## config.mk

```make
export PLATFORM = sky130hd
export DESIGN_NAME = raster_engine
export DESIGN_NICKNAME = d
export VERILOG_FILES = /design/src/rtl/raster_engine.sv
export SDC_FILE = /design/constraint.sdc
export NUM_CORES = 1
export LEC_CHECK = 0
export BUFFER_PORTS_ARGS = -buffer_cell sky130_fd_sc_hd__buf_2
export CAP_MARGIN = 25
export CELL_PAD_IN_SITES_DETAIL_PLACEMENT = 1
export CELL_PAD_IN_SITES_GLOBAL_PLACEMENT = 2
export CORE_UTILIZATION = 46
export DETAILED_ROUTE_END_ITERATION = 10
export GPL_ROUTABILITY_DRIVEN = 0
export MAX_ROUTING_LAYER = met4
export PLACE_DENSITY_LB_ADDON = 0.1
export SLEW_MARGIN = 30
export SYNTH_ARGS = -nofsm -noshare
export SYNTH_HDL_FRONTEND = slang
export SYNTH_SLANG_ARGS = --single-unit
```

## constraint.sdc

```tcl
create_clock -name clk -period 25.1 [get_ports clk]
set_input_delay 5.02 -clock clk [delete_from_list [all_inputs] [get_ports clk]]
set_output_delay 5.02 -clock clk [all_outputs]
set_load 0.005 [all_outputs]
```

## src/rtl/raster_engine.sv

```systemverilog
// Frame-buffer rasterizer: CLEAR / PIXEL / LINE / RECT at one pixel write per cycle,
// and FLUSH streams the frame row-major over a valid/ready pixel port.
module raster_engine #(
    parameter int W_BITS   = 3,
    parameter int H_BITS   = 3,
    parameter int PIX_BITS = 4
) (
    input  logic                clk,
    input  logic                rst,
    input  logic                cmd_valid,
    output logic                cmd_ready,
    input  logic [2:0]          cmd_op,
    input  logic [W_BITS-1:0]   cmd_x0,
    input  logic [W_BITS-1:0]   cmd_x1,
    input  logic [H_BITS-1:0]   cmd_y0,
    input  logic [H_BITS-1:0]   cmd_y1,
    input  logic [PIX_BITS-1:0] cmd_color,
    output logic                pix_valid,
    input  logic                pix_ready,
    output logic [PIX_BITS-1:0] pix_data,
    output logic                pix_last
);
    localparam int A_BITS = W_BITS + H_BITS;
    localparam int N_PIX  = 1 << A_BITS;
    localparam int E_BITS = ((W_BITS > H_BITS) ? W_BITS : H_BITS) + 2;

    typedef enum logic [2:0] {
        S_IDLE, S_NOP, S_CLEAR, S_PIXEL, S_LINE, S_RECT, S_STREAM
    } state_t;

    state_t                    state_q, state_d;
    logic                      cmd_ready_q, cmd_ready_d;
    logic [W_BITS-1:0]         x_q, x_d, xmin_q, xmin_d, xend_q, xend_d;
    logic [H_BITS-1:0]         y_q, y_d, yend_q, yend_d;
    logic [PIX_BITS-1:0]       color_q, color_d;
    logic                      sx_q, sx_d, sy_q, sy_d;
    logic signed [E_BITS-1:0]  dx_q, dx_d, dy_q, dy_d, err_q, err_d;
    logic                      pix_valid_q, pix_valid_d, pix_last_q, pix_last_d;
    logic [PIX_BITS-1:0]       pix_data_q, pix_data_d;
    logic [PIX_BITS-1:0]       fb_q [N_PIX];

    logic                      we_s;
    logic [A_BITS-1:0]         addr_next_s;
    logic [W_BITS-1:0]         adx_s;
    logic [H_BITS-1:0]         ady_s;
    logic signed [E_BITS-1:0]  ldx_s, ldy_s, e2_s, err_n_s;

    assign cmd_ready = cmd_ready_q;
    assign pix_valid = pix_valid_q;
    assign pix_data  = pix_data_q;
    assign pix_last  = pix_last_q;

    // Next-state, write-port and stream-register computation.
    always_comb begin
        state_d     = state_q;
        x_d         = x_q;
        y_d         = y_q;
        xmin_d      = xmin_q;
        xend_d      = xend_q;
        yend_d      = yend_q;
        color_d     = color_q;
        sx_d        = sx_q;
        sy_d        = sy_q;
        dx_d        = dx_q;
        dy_d        = dy_q;
        err_d       = err_q;
        pix_valid_d = pix_valid_q;
        pix_data_d  = pix_data_q;
        pix_last_d  = pix_last_q;
        we_s        = 1'b0;
        err_n_s     = err_q;
        addr_next_s = {y_q, x_q} + A_BITS'(1);
        e2_s        = err_q <<< 1;
        adx_s       = (cmd_x1 >= cmd_x0) ? (cmd_x1 - cmd_x0) : (cmd_x0 - cmd_x1);
        ady_s       = (cmd_y1 >= cmd_y0) ? (cmd_y1 - cmd_y0) : (cmd_y0 - cmd_y1);
        ldx_s       = $signed({{(E_BITS-W_BITS){1'b0}}, adx_s});
        ldy_s       = -$signed({{(E_BITS-H_BITS){1'b0}}, ady_s});

        case (state_q)
            S_IDLE: begin
                if (cmd_valid && cmd_ready_q) begin
                    color_d = cmd_color;
                    x_d     = cmd_x0;
                    y_d     = cmd_y0;
                    xend_d  = cmd_x1;
                    yend_d  = cmd_y1;
                    case (cmd_op)
                        3'b001: begin
                            state_d = S_CLEAR;
                            x_d     = '0;
                            y_d     = '0;
                        end
                        3'b010: state_d = S_PIXEL;
                        3'b011: begin
                            state_d = S_LINE;
                            dx_d    = ldx_s;
                            dy_d    = ldy_s;
                            err_d   = ldx_s + ldy_s;
                            sx_d    = (cmd_x1 < cmd_x0);
                            sy_d    = (cmd_y1 < cmd_y0);
                        end
                        3'b100: begin
                            state_d = S_RECT;
                            x_d     = (cmd_x0 < cmd_x1) ? cmd_x0 : cmd_x1;
                            xmin_d  = (cmd_x0 < cmd_x1) ? cmd_x0 : cmd_x1;
                            xend_d  = (cmd_x0 < cmd_x1) ? cmd_x1 : cmd_x0;
                            y_d     = (cmd_y0 < cmd_y1) ? cmd_y0 : cmd_y1;
                            yend_d  = (cmd_y0 < cmd_y1) ? cmd_y1 : cmd_y0;
                        end
                        3'b101: begin
                            state_d     = S_STREAM;
                            x_d         = '0;
                            y_d         = '0;
                            pix_valid_d = 1'b1;
                            pix_data_d  = fb_q[0];
                            pix_last_d  = 1'b0;
                        end
                        default: state_d = S_NOP;
                    endcase
                end else begin
                    state_d = S_IDLE;
                end
            end
            S_NOP: state_d = S_IDLE;
            S_PIXEL: begin
                we_s    = 1'b1;
                state_d = S_IDLE;
            end
            S_CLEAR: begin
                we_s = 1'b1;
                if ((x_q == {W_BITS{1'b1}}) && (y_q == {H_BITS{1'b1}})) begin
                    state_d = S_IDLE;
                end else begin
                    {y_d, x_d} = addr_next_s;
                end
            end
            S_RECT: begin
                we_s = 1'b1;
                if (x_q == xend_q) begin
                    if (y_q == yend_q) begin
                        state_d = S_IDLE;
                    end else begin
                        x_d = xmin_q;
                        y_d = y_q + H_BITS'(1);
                    end
                end else begin
                    x_d = x_q + W_BITS'(1);
                end
            end
            S_LINE: begin
                we_s = 1'b1;
                if ((x_q == xend_q) && (y_q == yend_q)) begin
                    state_d = S_IDLE;
                end else begin
                    // Both Bresenham tests use the pre-update e2.
                    if (e2_s >= dy_q) begin
                        err_n_s = err_n_s + dy_q;
                        x_d     = sx_q ? (x_q - W_BITS'(1)) : (x_q + W_BITS'(1));
                    end else begin
                        x_d = x_q;
                    end
                    if (e2_s <= dx_q) begin
                        err_n_s = err_n_s + dx_q;
                        y_d     = sy_q ? (y_q - H_BITS'(1)) : (y_q + H_BITS'(1));
                    end else begin
                        y_d = y_q;
                    end
                    err_d = err_n_s;
                end
            end
            S_STREAM: begin
                if (pix_ready) begin
                    if (pix_last_q) begin
                        pix_valid_d = 1'b0;
                        state_d     = S_IDLE;
                    end else begin
                        {y_d, x_d} = addr_next_s;
                        pix_data_d = fb_q[addr_next_s];
                        pix_last_d = (addr_next_s == {A_BITS{1'b1}});
                    end
                end else begin
                    state_d = S_STREAM;
                end
            end
            default: state_d = S_IDLE;
        endcase
        cmd_ready_d = (state_d == S_IDLE);
    end

    // Control and stream registers.
    always_ff @(posedge clk or posedge rst) begin
        if (rst) begin
            state_q     <= S_IDLE;
            cmd_ready_q <= 1'b0;
            x_q         <= '0;
            y_q         <= '0;
            xmin_q      <= '0;
            xend_q      <= '0;
            yend_q      <= '0;
            color_q     <= '0;
            sx_q        <= 1'b0;
            sy_q        <= 1'b0;
            dx_q        <= '0;
            dy_q        <= '0;
            err_q       <= '0;
            pix_valid_q <= 1'b0;
            pix_data_q  <= '0;
            pix_last_q  <= 1'b0;
        end else begin
            state_q     <= state_d;
            cmd_ready_q <= cmd_ready_d;
            x_q         <= x_d;
            y_q         <= y_d;
            xmin_q      <= xmin_d;
            xend_q      <= xend_d;
            yend_q      <= yend_d;
            color_q     <= color_d;
            sx_q        <= sx_d;
            sy_q        <= sy_d;
            dx_q        <= dx_d;
            dy_q        <= dy_d;
            err_q       <= err_d;
            pix_valid_q <= pix_valid_d;
            pix_data_q  <= pix_data_d;
            pix_last_q  <= pix_last_d;
        end
    end

    // Single-write-port frame buffer.
    always_ff @(posedge clk or posedge rst) begin
        if (rst) begin
            for (int i = 0; i < N_PIX; i++) begin
                fb_q[i] <= '0;
            end
        end else if (we_s) begin
            fb_q[{y_q, x_q}] <= color_q;
        end else begin
            fb_q[{y_q, x_q}] <= fb_q[{y_q, x_q}];
        end
    end
endmodule

```

==> impl_results.md <==
* Status: finished clean
* Vias in the first global route at 14620
* Cts repair resizes at 0
* Synthesis-to-layout area growth at 9.471%
* Synth area leaders: dfrtp_1, mux4_2, nand2_1
* DRC at 0
* Num CTS Buffers at 38
* Number of flops mapped to enable cells by yosys at 0
* Area of the core at 37670 µm²
* Layout cells sized above 1 at 19.46%
* H-tree levels at 2
* Root Driver: clkbuf_16
* Crit path top cell by count: ha_1
* Ys async rst share at 100.0%
* Yosys top cell by area: dfrtp_1
* Fmax achieved at 0.1320 GHz
* Slew Limit Fails at 0
* Post-synthesis sequential area ratio at 42.52%
* Worst-path cell chain: buf_2, inv_1, ha_1, nor2b_1, o21ai_0, mux2i_1, inv_1, ha_1, ha_1, ha_1, xnor2_1, a21oi_1, o21a_1, mux2_2
* DP Area at 18020 µm²
* CP max stage delay at 0.41 ns
* CTS Hold Bufs at 0
* Post-Syn Instances at 1727
* Most used DFF post-synth: dfrtp_1
* ANT nets after route at 0
* Worst setup SP type: primary input
* Placed cell count at 2201
* Count of final setup violators at 0
* Final Non-Filler Cells at 2269
* R2R depth at 9
* MaxCap Viol Count at 0
* Fillcell total at 4199
* Post-Route WL at 58.71 mm
* #FFs+latches synth at 299
* Layout Nets at 1799
* Clk_lat worst skew at 0.56 ns
* Initial antenna violation count at 1
* Slew headroom at 33.11%
* Final setup TNS at 0 ns
* CP max stage cell: ha_1
* CTS max path bufs at 3
* Die H at 197.6 µm
* Die Span X at 197.6 µm
* Crit path required time at 25.53 ns
* Row count at 71
* Gr ovfl total at 0
* Worst-path clk slew at 0.06 ns
* Critical Path End Type: flip-flop
* IO Pins at 30
* Full die area at 39040 µm²
* Synth top area share at 42.52%
* Wire per inst at 25.88 µm
* Worst Path Max Fanout at 5
* Final Hold Fails at 0
* Static leakage at 8.262 nW
* Final Skew at 0.02179 ns
* Post-CTS Setup Inserts at 0
* Tot GR Track Use at 32.41%
* Initial Utilization at 46.72%
* Util after Layout at 51.14%
* VDD IR max at 0.00008990 V
* Router iterations before antenna repair at 5
* Most common cell after layout, fill and taps aside: nand2_1
* Synth warn at 0
* IO Port Bufs at 29
* Final instance area at 19260 µm²
* Crit path DAT at 8.01 ns
* Pwr dens at 158.8 nW/µm²
* DP Wirelength at 39.99 mm
* Post-DR vias/cell at 6.138
* Drt initial violations at 946
* WP depth at 14
* Post-Syn Area per Cell at 10.19 µm²
* DR vias at 13930
* Synthesized net count at 1796
* CTS tree: built
* Unique cell type count in the Yosys netlist at 71
* RSZ-0062 raised after global routing: false
* Family with the most delay on the worst path: adder cells
* Hold Crit Class: reg2reg
* Largest net degree at the start of global routing at 81
* Final Cycle Share at 30.17%
* Crit Path Class: in2reg
* Post-Syn Area at 17600 µm²
* Worst Path Buf+Inv at 3
* First-pass GRT wire length at 91.72 mm
* Least-Margin Pin Slew at 0.9979 ns
* Hold Path Depth at 2
* Min Clock Period, post-route at 7.573 ns
* Most frequent cells in the layout: nand2_1, dfrtp_1, o21ai_0
* Sinks on the clock net at 299
sequential cells by signal (all words and copies together), names as in the netlist:
name / flops
dy_q: 5
cmd_ready: 1
color_q: 4
dx_q: 3
yend_q: 3
xend_q: 3
pix_data: 4
y_q: 3
x_q: 3
fb_q: 256
sy_q: 1
state_q: 3
xmin_q: 3
pix_last: 1
pix_valid: 1
err_q: 4
sx_q: 1
final timing paths:
| check | start | end | slack, ns |
|---|---|---|---|
| setup reg to reg | x_q[0]$_DFFE_PP0P_ | pix_data[0]$_DFFE_PP0P_ | 20.44 |
| hold reg to reg | fb_q[215]$_DFFE_PP0P_ | fb_q[215]$_DFFE_PP0P_ | 0.50 |
| min in group asynchronous | rst | fb_q[107]$_DFFE_PP0P_ | 4.54 |
| max in group asynchronous | rst | fb_q[174]$_DFFE_PP0P_ | 18.55 |
| hold / removal | fb_q[215]$_DFFE_PP0P_ | fb_q[215]$_DFFE_PP0P_ | 0.50 |
| setup / recovery | cmd_y0[0] | err_q[2]$_DFFE_PP0P_ | 17.53 |
cell type report:
type                       count  area (µm²)  area share, %
clock inverter                15       136.4         0.7080
tap                          511       639.4          3.319
multi-input combinational   1291        9344          48.51
antenna                        1       2.502        0.01299
inverter                      40       157.7         0.8184
sequential                   299        7493          38.90
clock buffer                  52        1105          5.735
timing repair buffer          60       385.4          2.001
power by group:
group,switching (W),leakage [nW],internal [W]
clock,0.000225,0.612,0.000328
combinational,0.00101,3.69,0.000602
sequential,0.000219,3.96,0.000672
kinds of logic (layout without fill, tap and decap cells):
kind of cell | count (synthesis) | after routing | synth area share, %
other cells | 0 | 1 | 0
buf+inv | 137 | 167 | 4.607
flops | 299 | 299 | 42.52
xor+xnor | 24 | 24 | 1.365
compound gates | 477 | 477 | 17.24
mux | 188 | 188 | 17.51
fa+ha+maj | 46 | 46 | 3.569
simple gates | 556 | 556 | 13.19
layer usage:
metal | routed length [µm] | GRT usage, % | vias to the layer above
li1 | - | - | 6266
met1 | 25910 | 43.43 | 7117
met2 | 26770 | 48.37 | 402
met3 | 3763 | 6.164 | 141
met4 | 2273 | 13.35 | 0
met5 | 0 | - | -
synth_stat cells (6+ instances only):
library cell / number
nand2_1: 415
dfrtp_1: 299
o21ai_0: 208
mux4_2: 91
o21ai_2: 61
mux2i_1: 52
a21oi_1: 49
nor2_1: 47
mux2_2: 43
ha_1: 39
inv_1: 39
o21ai_1: 34
buf_6: 31
clkbuf_1: 27
buf_2: 26
a221oi_1: 21
nand3_1: 20
a22oi_1: 18
nor2b_1: 15
o22ai_1: 14
nor3_1: 13
xnor2_1: 13
and3_1: 9
a221o_1: 8
buf_4: 8
o221ai_1: 8
a21o_1: 7
fa_1: 7
xor2_1: 7
nand2b_1: 6
o21a_1: 6
worst min-delay path: stages (launching register included):
cell and delay, ns:
dfrtp_1 0.35, nand2_1 0.05, o21ai_0 0.06
stage by stage:
step,power [W],setup slack [ns],hold WS (ns)
floorplan,0.002008,11.82,0.4498
global placement,0.002447,17.02,0.4747
detailed placement,0.002493,16.99,0.4928
CTS,0.003060,17.54,0.5015
global route,0.003233,17.42,0.5244
finish,0.003058,17.53,0.4993
(Power assumes the default switching activity.)
